**config.mk**
```make
export PLATFORM = sky130hd
export DESIGN_NAME = mac_receive
export DESIGN_NICKNAME = d
export VERILOG_FILES = /design/src/rtl/mac_receive.sv
export SDC_FILE = /design/constraint.sdc
export NUM_CORES = 1
export LEC_CHECK = 0
export CORE_ASPECT_RATIO = 1.75
export CORE_MARGIN = 8
export CORE_UTILIZATION = 58
export CTS_BUF_LIST = sky130_fd_sc_hd__clkbuf_4 sky130_fd_sc_hd__clkbuf_8
export DETAILED_ROUTE_END_ITERATION = 10
export PLACE_DENSITY_LB_ADDON = 0.08
export SLEW_MARGIN = 30
export SYNTH_ARGS = -nofsm -noshare
export SYNTH_HDL_FRONTEND = slang
export SYNTH_SLANG_ARGS = --single-unit
```
**constraint.sdc**
```tcl
create_clock -name gmii_clk -period 6.45 [get_ports gmii_clk]
set_input_delay 1.29 -clock gmii_clk [delete_from_list [all_inputs] [get_ports gmii_clk]]
set_output_delay 1.29 -clock gmii_clk [all_outputs]
set_load 0.01 [all_outputs]
```
**src/rtl/mac_receive.sv**
```systemverilog
// -----------------------------------------------------------------------------
// mac_receive
//   GMII receive MAC for the 1000M UDP path (counterpart of the transmit MAC).
//   Strips preamble/SFD, filters on destination MAC, captures the Ethernet
//   header, streams payload bytes (FCS excluded) into the downstream RX FIFO
//   and checks CRC32. One status pulse per accepted frame lets the downstream
//   side commit or discard what was written (store-and-forward).
//
// Ports
//   gmii_clk        in   GMII RX clock (125 MHz), all logic on rising edge
//   rst_n           in   asynchronous active-low reset
//   gmii_rx_dv      in   receive data valid
//   gmii_rx_er      in   receive error
//   gmii_rx_data    in   [7:0] receive byte
//   local_mac       in   [47:0] own MAC, [47:40] is first on the wire
//   promisc         in   1 = accept any destination
//   fifo_full       in   RX FIFO full
//   fifo_wrreq      out  payload write strobe
//   fifo_wrdata     out  [7:0] payload byte
//   rx_des_mac      out  [47:0] captured destination MAC
//   rx_src_mac      out  [47:0] captured source MAC
//   rx_type_length  out  [15:0] captured type/length
//   rx_pyd_length   out  [10:0] payload bytes actually written this frame
//   rx_done         out  one-cycle pulse at the end of every accepted frame
//   rx_err          out  valid with rx_done: 1 = discard the frame
//
// FIFO interface: fifo_wrreq is a one-cycle strobe; a byte is offered only
// when fifo_full is low in the cycle the write is decided. There is no
// back-pressure toward the wire, so a suppressed byte is lost and the frame
// is marked bad.
// -----------------------------------------------------------------------------
module mac_receive #(
  parameter int MAX_PYD = 1500,
  parameter int MIN_PRE = 1
) (
  input  logic        gmii_clk,
  input  logic        rst_n,
  input  logic        gmii_rx_dv,
  input  logic        gmii_rx_er,
  input  logic [7:0]  gmii_rx_data,
  input  logic [47:0] local_mac,
  input  logic        promisc,
  input  logic        fifo_full,
  output logic        fifo_wrreq,
  output logic [7:0]  fifo_wrdata,
  output logic [47:0] rx_des_mac,
  output logic [47:0] rx_src_mac,
  output logic [15:0] rx_type_length,
  output logic [10:0] rx_pyd_length,
  output logic        rx_done,
  output logic        rx_err
);

  typedef enum logic [2:0] {
    S_IDLE     = 3'd0,
    S_PREAMBLE = 3'd1,
    S_HEADER   = 3'd2,
    S_PAYLOAD  = 3'd3,
    S_DROP     = 3'd4,
    S_DONE     = 3'd5
  } state_t;

  localparam logic [31:0] CRC_INIT    = 32'hFFFF_FFFF;
  localparam logic [31:0] CRC_RESIDUE = 32'hDEBB_20E3;
  localparam logic [10:0] MAX_PYD_C   = 11'(MAX_PYD);
  localparam logic [2:0]  MIN_PRE_C   = 3'(MIN_PRE);
  localparam logic [7:0]  BYTE_PRE    = 8'h55;
  localparam logic [7:0]  BYTE_SFD    = 8'hD5;

  // Reflected CRC32, one byte, LSB first.
  function automatic logic [31:0] crc32_step(input logic [31:0] crc,
                                             input logic [7:0]  data);
    logic [31:0] r;
    r = crc;
    for (int i = 0; i < 8; i++) begin
      if (r[0] ^ data[i]) r = (r >> 1) ^ 32'hEDB8_8320;
      else                r = r >> 1;
    end
    return r;
  endfunction

  // Registered GMII inputs; every decision below looks only at these.
  logic        rx_dv_q;
  logic        rx_er_q;
  logic [7:0]  rx_data_q;

  state_t      state_q, state_d;
  logic [2:0]  pre_cnt_q, pre_cnt_d;
  logic [3:0]  hdr_cnt_q, hdr_cnt_d;
  logic [31:0] crc_q, crc_d;
  logic [31:0] dline_q, dline_d;   // payload delay line, oldest byte in [31:24]
  logic [2:0]  fill_q, fill_d;     // bytes held in the delay line (0..4)
  logic [10:0] pyd_cnt_q, pyd_cnt_d;
  logic        err_f_q, err_f_d;
  logic        er_seen_q, er_seen_d;
  logic [47:0] des_q, des_d;
  logic [47:0] src_q, src_d;
  logic [15:0] type_q, type_d;
  logic        wrreq_q, wrreq_d;
  logic [7:0]  wrdata_q, wrdata_d;
  logic        done_q, done_d;
  logic        err_q, err_d;

  logic        dest_ok;

  assign dest_ok = (des_q == local_mac) || (&des_q) || promisc;

  always_comb begin
    state_d   = state_q;
    pre_cnt_d = pre_cnt_q;
    hdr_cnt_d = hdr_cnt_q;
    crc_d     = crc_q;
    dline_d   = dline_q;
    fill_d    = fill_q;
    pyd_cnt_d = pyd_cnt_q;
    err_f_d   = err_f_q;
    er_seen_d = er_seen_q;
    des_d     = des_q;
    src_d     = src_q;
    type_d    = type_q;
    wrreq_d   = 1'b0;
    wrdata_d  = wrdata_q;
    done_d    = 1'b0;
    err_d     = 1'b0;

    case (state_q)
      S_IDLE: begin
        if (rx_dv_q) begin
          if (rx_data_q == BYTE_PRE) begin
            state_d   = S_PREAMBLE;
            pre_cnt_d = 3'd1;
          end else begin
            state_d = S_DROP;
          end
        end
      end

      S_PREAMBLE: begin
        if (!rx_dv_q) begin
          state_d = S_DROP;
        end else if (rx_data_q == BYTE_PRE) begin
          if (pre_cnt_q != 3'd7) pre_cnt_d = pre_cnt_q + 3'd1;
        end else if (rx_data_q == BYTE_SFD && pre_cnt_q >= MIN_PRE_C) begin
          // SFD: start a fresh frame context.
          state_d   = S_HEADER;
          hdr_cnt_d = 4'd0;
          crc_d     = CRC_INIT;
          dline_d   = '0;
          fill_d    = 3'd0;
          pyd_cnt_d = '0;
          err_f_d   = 1'b0;
          er_seen_d = 1'b0;
          des_d     = '0;
          src_d     = '0;
          type_d    = '0;
        end else begin
          state_d = S_DROP;
        end
      end

      S_HEADER: begin
        if (!rx_dv_q) begin
          // Runt: report it so downstream discards anything partial.
          state_d = S_DONE;
          done_d  = 1'b1;
          err_d   = 1'b1;
        end else begin
          crc_d = crc32_step(crc_q, rx_data_q);
          if (hdr_cnt_q < 4'd6)       des_d  = {des_q[39:0], rx_data_q};
          else if (hdr_cnt_q < 4'd12) src_d  = {src_q[39:0], rx_data_q};
          else                        type_d = {type_q[7:0], rx_data_q};
          hdr_cnt_d = hdr_cnt_q + 4'd1;
          // des_q is complete once byte 6 is on the input.
          if (hdr_cnt_q == 4'd6 && !dest_ok) state_d = S_DROP;
          else if (hdr_cnt_q == 4'd13)       state_d = S_PAYLOAD;
        end
      end

      S_PAYLOAD: begin
        if (!rx_dv_q) begin
          // Whatever is still in the delay line is the FCS; it is dropped.
          state_d = S_DONE;
          done_d  = 1'b1;
          err_d   = err_f_q || er_seen_q || rx_er_q ||
                    (crc_q != CRC_RESIDUE) || (fill_q != 3'd4);
        end else begin
          crc_d   = crc32_step(crc_q, rx_data_q);
          dline_d = {dline_q[23:0], rx_data_q};
          if (fill_q == 3'd4) begin
            if (fifo_full || pyd_cnt_q >= MAX_PYD_C) begin
              err_f_d = 1'b1;
            end else begin
              wrreq_d   = 1'b1;
              wrdata_d  = dline_q[31:24];
              pyd_cnt_d = pyd_cnt_q + 11'd1;
            end
          end else begin
            fill_d = fill_q + 3'd1;
          end
        end
      end

      S_DROP: begin
        if (!rx_dv_q) state_d = S_IDLE;
      end

      S_DONE: begin
        state_d = S_IDLE;
      end

      default: begin
        state_d = S_IDLE;
      end
    endcase

    // Receive errors anywhere inside a frame poison it.
    if (rx_er_q && (state_q == S_PREAMBLE || state_q == S_HEADER ||
                    state_q == S_PAYLOAD)) begin
      er_seen_d = 1'b1;
    end
  end

  always_ff @(posedge gmii_clk or negedge rst_n) begin
    if (!rst_n) begin
      rx_dv_q   <= 1'b0;
      rx_er_q   <= 1'b0;
      rx_data_q <= '0;
      state_q   <= S_IDLE;
      pre_cnt_q <= '0;
      hdr_cnt_q <= '0;
      crc_q     <= CRC_INIT;
      dline_q   <= '0;
      fill_q    <= '0;
      pyd_cnt_q <= '0;
      err_f_q   <= 1'b0;
      er_seen_q <= 1'b0;
      des_q     <= '0;
      src_q     <= '0;
      type_q    <= '0;
      wrreq_q   <= 1'b0;
      wrdata_q  <= '0;
      done_q    <= 1'b0;
      err_q     <= 1'b0;
    end else begin
      rx_dv_q   <= gmii_rx_dv;
      rx_er_q   <= gmii_rx_er;
      rx_data_q <= gmii_rx_data;
      state_q   <= state_d;
      pre_cnt_q <= pre_cnt_d;
      hdr_cnt_q <= hdr_cnt_d;
      crc_q     <= crc_d;
      dline_q   <= dline_d;
      fill_q    <= fill_d;
      pyd_cnt_q <= pyd_cnt_d;
      err_f_q   <= err_f_d;
      er_seen_q <= er_seen_d;
      des_q     <= des_d;
      src_q     <= src_d;
      type_q    <= type_d;
      wrreq_q   <= wrreq_d;
      wrdata_q  <= wrdata_d;
      done_q    <= done_d;
      err_q     <= err_d;
    end
  end

  assign fifo_wrreq     = wrreq_q;
  assign fifo_wrdata    = wrdata_q;
  assign rx_des_mac     = des_q;
  assign rx_src_mac     = src_q;
  assign rx_type_length = type_q;
  assign rx_pyd_length  = pyd_cnt_q;
  assign rx_done        = done_q;
  assign rx_err         = err_q;

endmodule
```
==> reports/qor.yml <==
run:
  maxCapViolCount: 0
grt:
  grt.total_usage: 0.257
  antenna_found_initial: 1
  overflow: 0
  grt_pass1_vias: 8625
  grt_max_degree: 105
  grt_pass1_wl_um: 45200
placement:
  place.port_buffers: 195
  place.gp.congestion: 0.897
  place_ws_ps: 2990
  placed_area_um2: 12400
  hpwl_um: 19700
floorplanning:
  core_area_um2: 17500
  start_util: 0.589
  die_width_um: 117
  die_y_um: 192
  rows: 64
  io_pins: 196
  dieArea_um2: 22400
sta:
  worstMarginPinSlew_ps: 798
  timing.final.crit_share: 0.520
  max_freq_mhz: 298
  finalCriticalPeriod_ps: 3350
  grt_setup_unrepaired: "no"
  setup_ws_ps: 3100
  hold_viol_final: 0
  slew_headroom: 0.464
  drv_slew: 0
  setup_viol: 0
  fin_skew_ps: 7.46
  tns_ps: 0
yosys:
  synth_seq_cells: 223
  seq_area_frac_synth: 0.546
  async_flop_share: 1.00
  synth.distinct_cells: 55
  synth.avg_cell_area_um2: 9.91
  syn_area_um2: 10300
  synth_edf_count: 0
  synth_warnings: 0
  ys.flop_type: "dfrtp_1"
  synthesis.nets: 1110
  synthCells: 1038
routing:
  avgRoutedWirePerCell_um: 19.1
  avgViaCountPerCell: 5.76
  wl_um: 28100
  ant_nets: 0
  dr.pass1.iters: 5
  drt_iter0_markers: 622
  drc: 0
  routed-via-count: 8462
setup_path:
  critical_path_peak_fanout: 48
  start_kind: "register"
  crit_type: "register to register"
  timing.rr.start: "state_q[1]"
  crit_path_start: "state_q[1]"
  worstPathArrival_ps: 3840
  worstPathRequired_ps: 6940
  endpoint: "rx_des_mac[33]"
  timing.rr.end: "rx_des_mac[33]"
  end_kind: "register"
  rr_worst_depth: 7
  r2r_slack_ps: 3100
power_and_ir_drop:
  power_frac_clock: 0.420
  p_sw_mw: 0.610
  leakage_nw: 6.12
  p_seq_frac: 0.517
  pwr-share-comb: 0.064
  ir_worst_vdd_mv: 0.139
  power_density_nw_per_um2: 209
  swShare: 0.223
  p_int_mw: 2.13
clock_network:
  cts_tree: "yes"
  cts_inserted_buffers: 30
  clockBufferDepth: 3
  holdBufCountCts: 0
  cts-root-buf: "clkbuf_8"
  cts_sinks: 223
  clk_latency_ps: 550
  htree_levels: 1
  cts_setup_buffers: 0
  cts_resized: 0
  path_clk_slew_ps: 70
layout:
  post-route-util: 0.751
  final_nets: 1288
  final_common_cell: "nand2_1"
  drive_gt1_frac: 0.0994
  mostFrequentLayoutCells: "nand2_1 (243), clkdlybuf4s50_1 (194), dfrtp_1 (191), nand3_1 (125), xor2_1 (70)"
  final_area_um2: 13100
  area_growth_pct: 27.4
hold_path:
  hp-class: "register to register"
outcome:
  outcome: "finished clean"
-- registers in the layout (all words and copies together), names as in the netlist, 3 cells and up --
signal / count
rx_des_mac: 48
rx_src_mac: 48
crc_q: 32
dline_q: 32
rx_type_length: 16
rx_pyd_length: 11
fifo_wrdata: 8
rx_data_q: 8
hdr_cnt_q: 4
fill_q: 3
pre_cnt_q: 3
state_q: 3
-- synth_stat cells, types with 2 or more instances --
library cell  count  area share
nand2_1         243       0.089
dfrtp_1         191        0.46
nand3_1         126       0.061
xor2_1           70       0.060
clkbuf_1         49       0.018
xnor2_1          48       0.041
nor2_1           40       0.015
a21oi_1          35       0.017
a22o_1           33       0.028
dfstp_2          32       0.082
nand4_1          18       0.011
nor4_1           18       0.011
inv_1            12      0.0044
o21ai_0          11      0.0054
ha_1             10       0.012
mux2_2            8      0.0088
o22a_1            8      0.0068
a31oi_1           7      0.0043
buf_1             6      0.0022
o31ai_1           6      0.0044
or3_1             6      0.0037
buf_2             5      0.0024
and3_1            4      0.0024
nand2b_1          4      0.0024
nand4b_1          4      0.0034
or4_1             4      0.0029
xnor2_2           4      0.0063
and2_1            2      0.0012
nand3b_1          2      0.0015
nand4bb_1         2      0.0022
nor2b_1           2      0.0012
nor3_1            2     0.00097
o211ai_1          2      0.0015
o21bai_1          2      0.0015
o22ai_1           2      0.0012
-- critical path, stage by stage (launching register included) --
cell and delay [ps]:
dfrtp_1 690, nor2b_1 620, and2_1 740, nand2b_1 340, a21oi_4 210, buf_4 440, nand3_1 150, nand2_1 90
-- layer usage --
layer | share of wire | routed length (um) | vias to the layer above | GRT usage
li1 | - | - | 3897 | -
met1 | 0.37 | 10300 | 4177 | 0.295
met2 | 0.53 | 14800 | 319 | 0.450
met3 | 0.066 | 1860 | 69 | 0.0485
met4 | 0.040 | 1140 | 0 | 0.114
met5 | 0 | 0 | - | 0
-- logic make-up (layout without fill, tap and decap cells) --
logic type / after synthesis / count (layout) / synth area share
AOI/OAI and AO/OA: 117 / 117 / 0.0802
xor gates and xnor gates: 123 / 123 / 0.108
adders and majority gates: 10 / 10 / 0.0122
buffers and inverters: 72 / 272 / 0.0269
DFF: 223 / 223 / 0.546
muxes: 9 / 9 / 0.00973
other: 0 / 1 / 0
and+or+nand+nor: 484 / 484 / 0.216
-- final cells by class --
class,count,area [um2]
Sequential cell,223,5620
Multi-Input combinational cell,743,4430
Fill cell,1322,4350
Timing Repair Buffer,206,2060
Clock buffer,46,571
Tap cell,231,289
Clock inverter,8,90.1
Inverter,12,45.0
Antenna cell,1,2.50
-- stage by stage --
stage / hold slack [ps] / cells / total power [mW]
final: 480 / 1470 / 2.74
after global routing: 518 / 1470 / 2.84
after CTS: 481 / 1469 / 2.77
after detailed placement: 465 / 1415 / 1.62
after global placement: 459 / 1414 / 1.61
after floorplan: 440 / 1038 / 1.53
-- worst min path at each step --
| stage | start | endpoint | slack, ps | cells past startpoint |
|---|---|---|---|---|
| final | er_seen_q | er_seen_q | 480 | 2 |
| after global routing | dline_q[12] | dline_q[12] | 520 | 1 |
| after CTS | er_seen_q | er_seen_q | 480 | 2 |
| after detailed placement | er_seen_q | er_seen_q | 470 | 2 |
| after global placement | er_seen_q | er_seen_q | 460 | 2 |
| after floorplan | er_seen_q | er_seen_q | 440 | 2 |
-- power groups by stage --
stage	combinational, mW	sequential, mW	clock [mW]
after global placement	0.174	1.44	0
after CTS	0.177	1.42	1.17
after global routing	0.192	1.41	1.24
after detailed placement	0.176	1.44	0
after floorplan	0.0929	1.43	0
final	0.174	1.42	1.15
No activity file was read; power rests on OpenSTA's default activity.
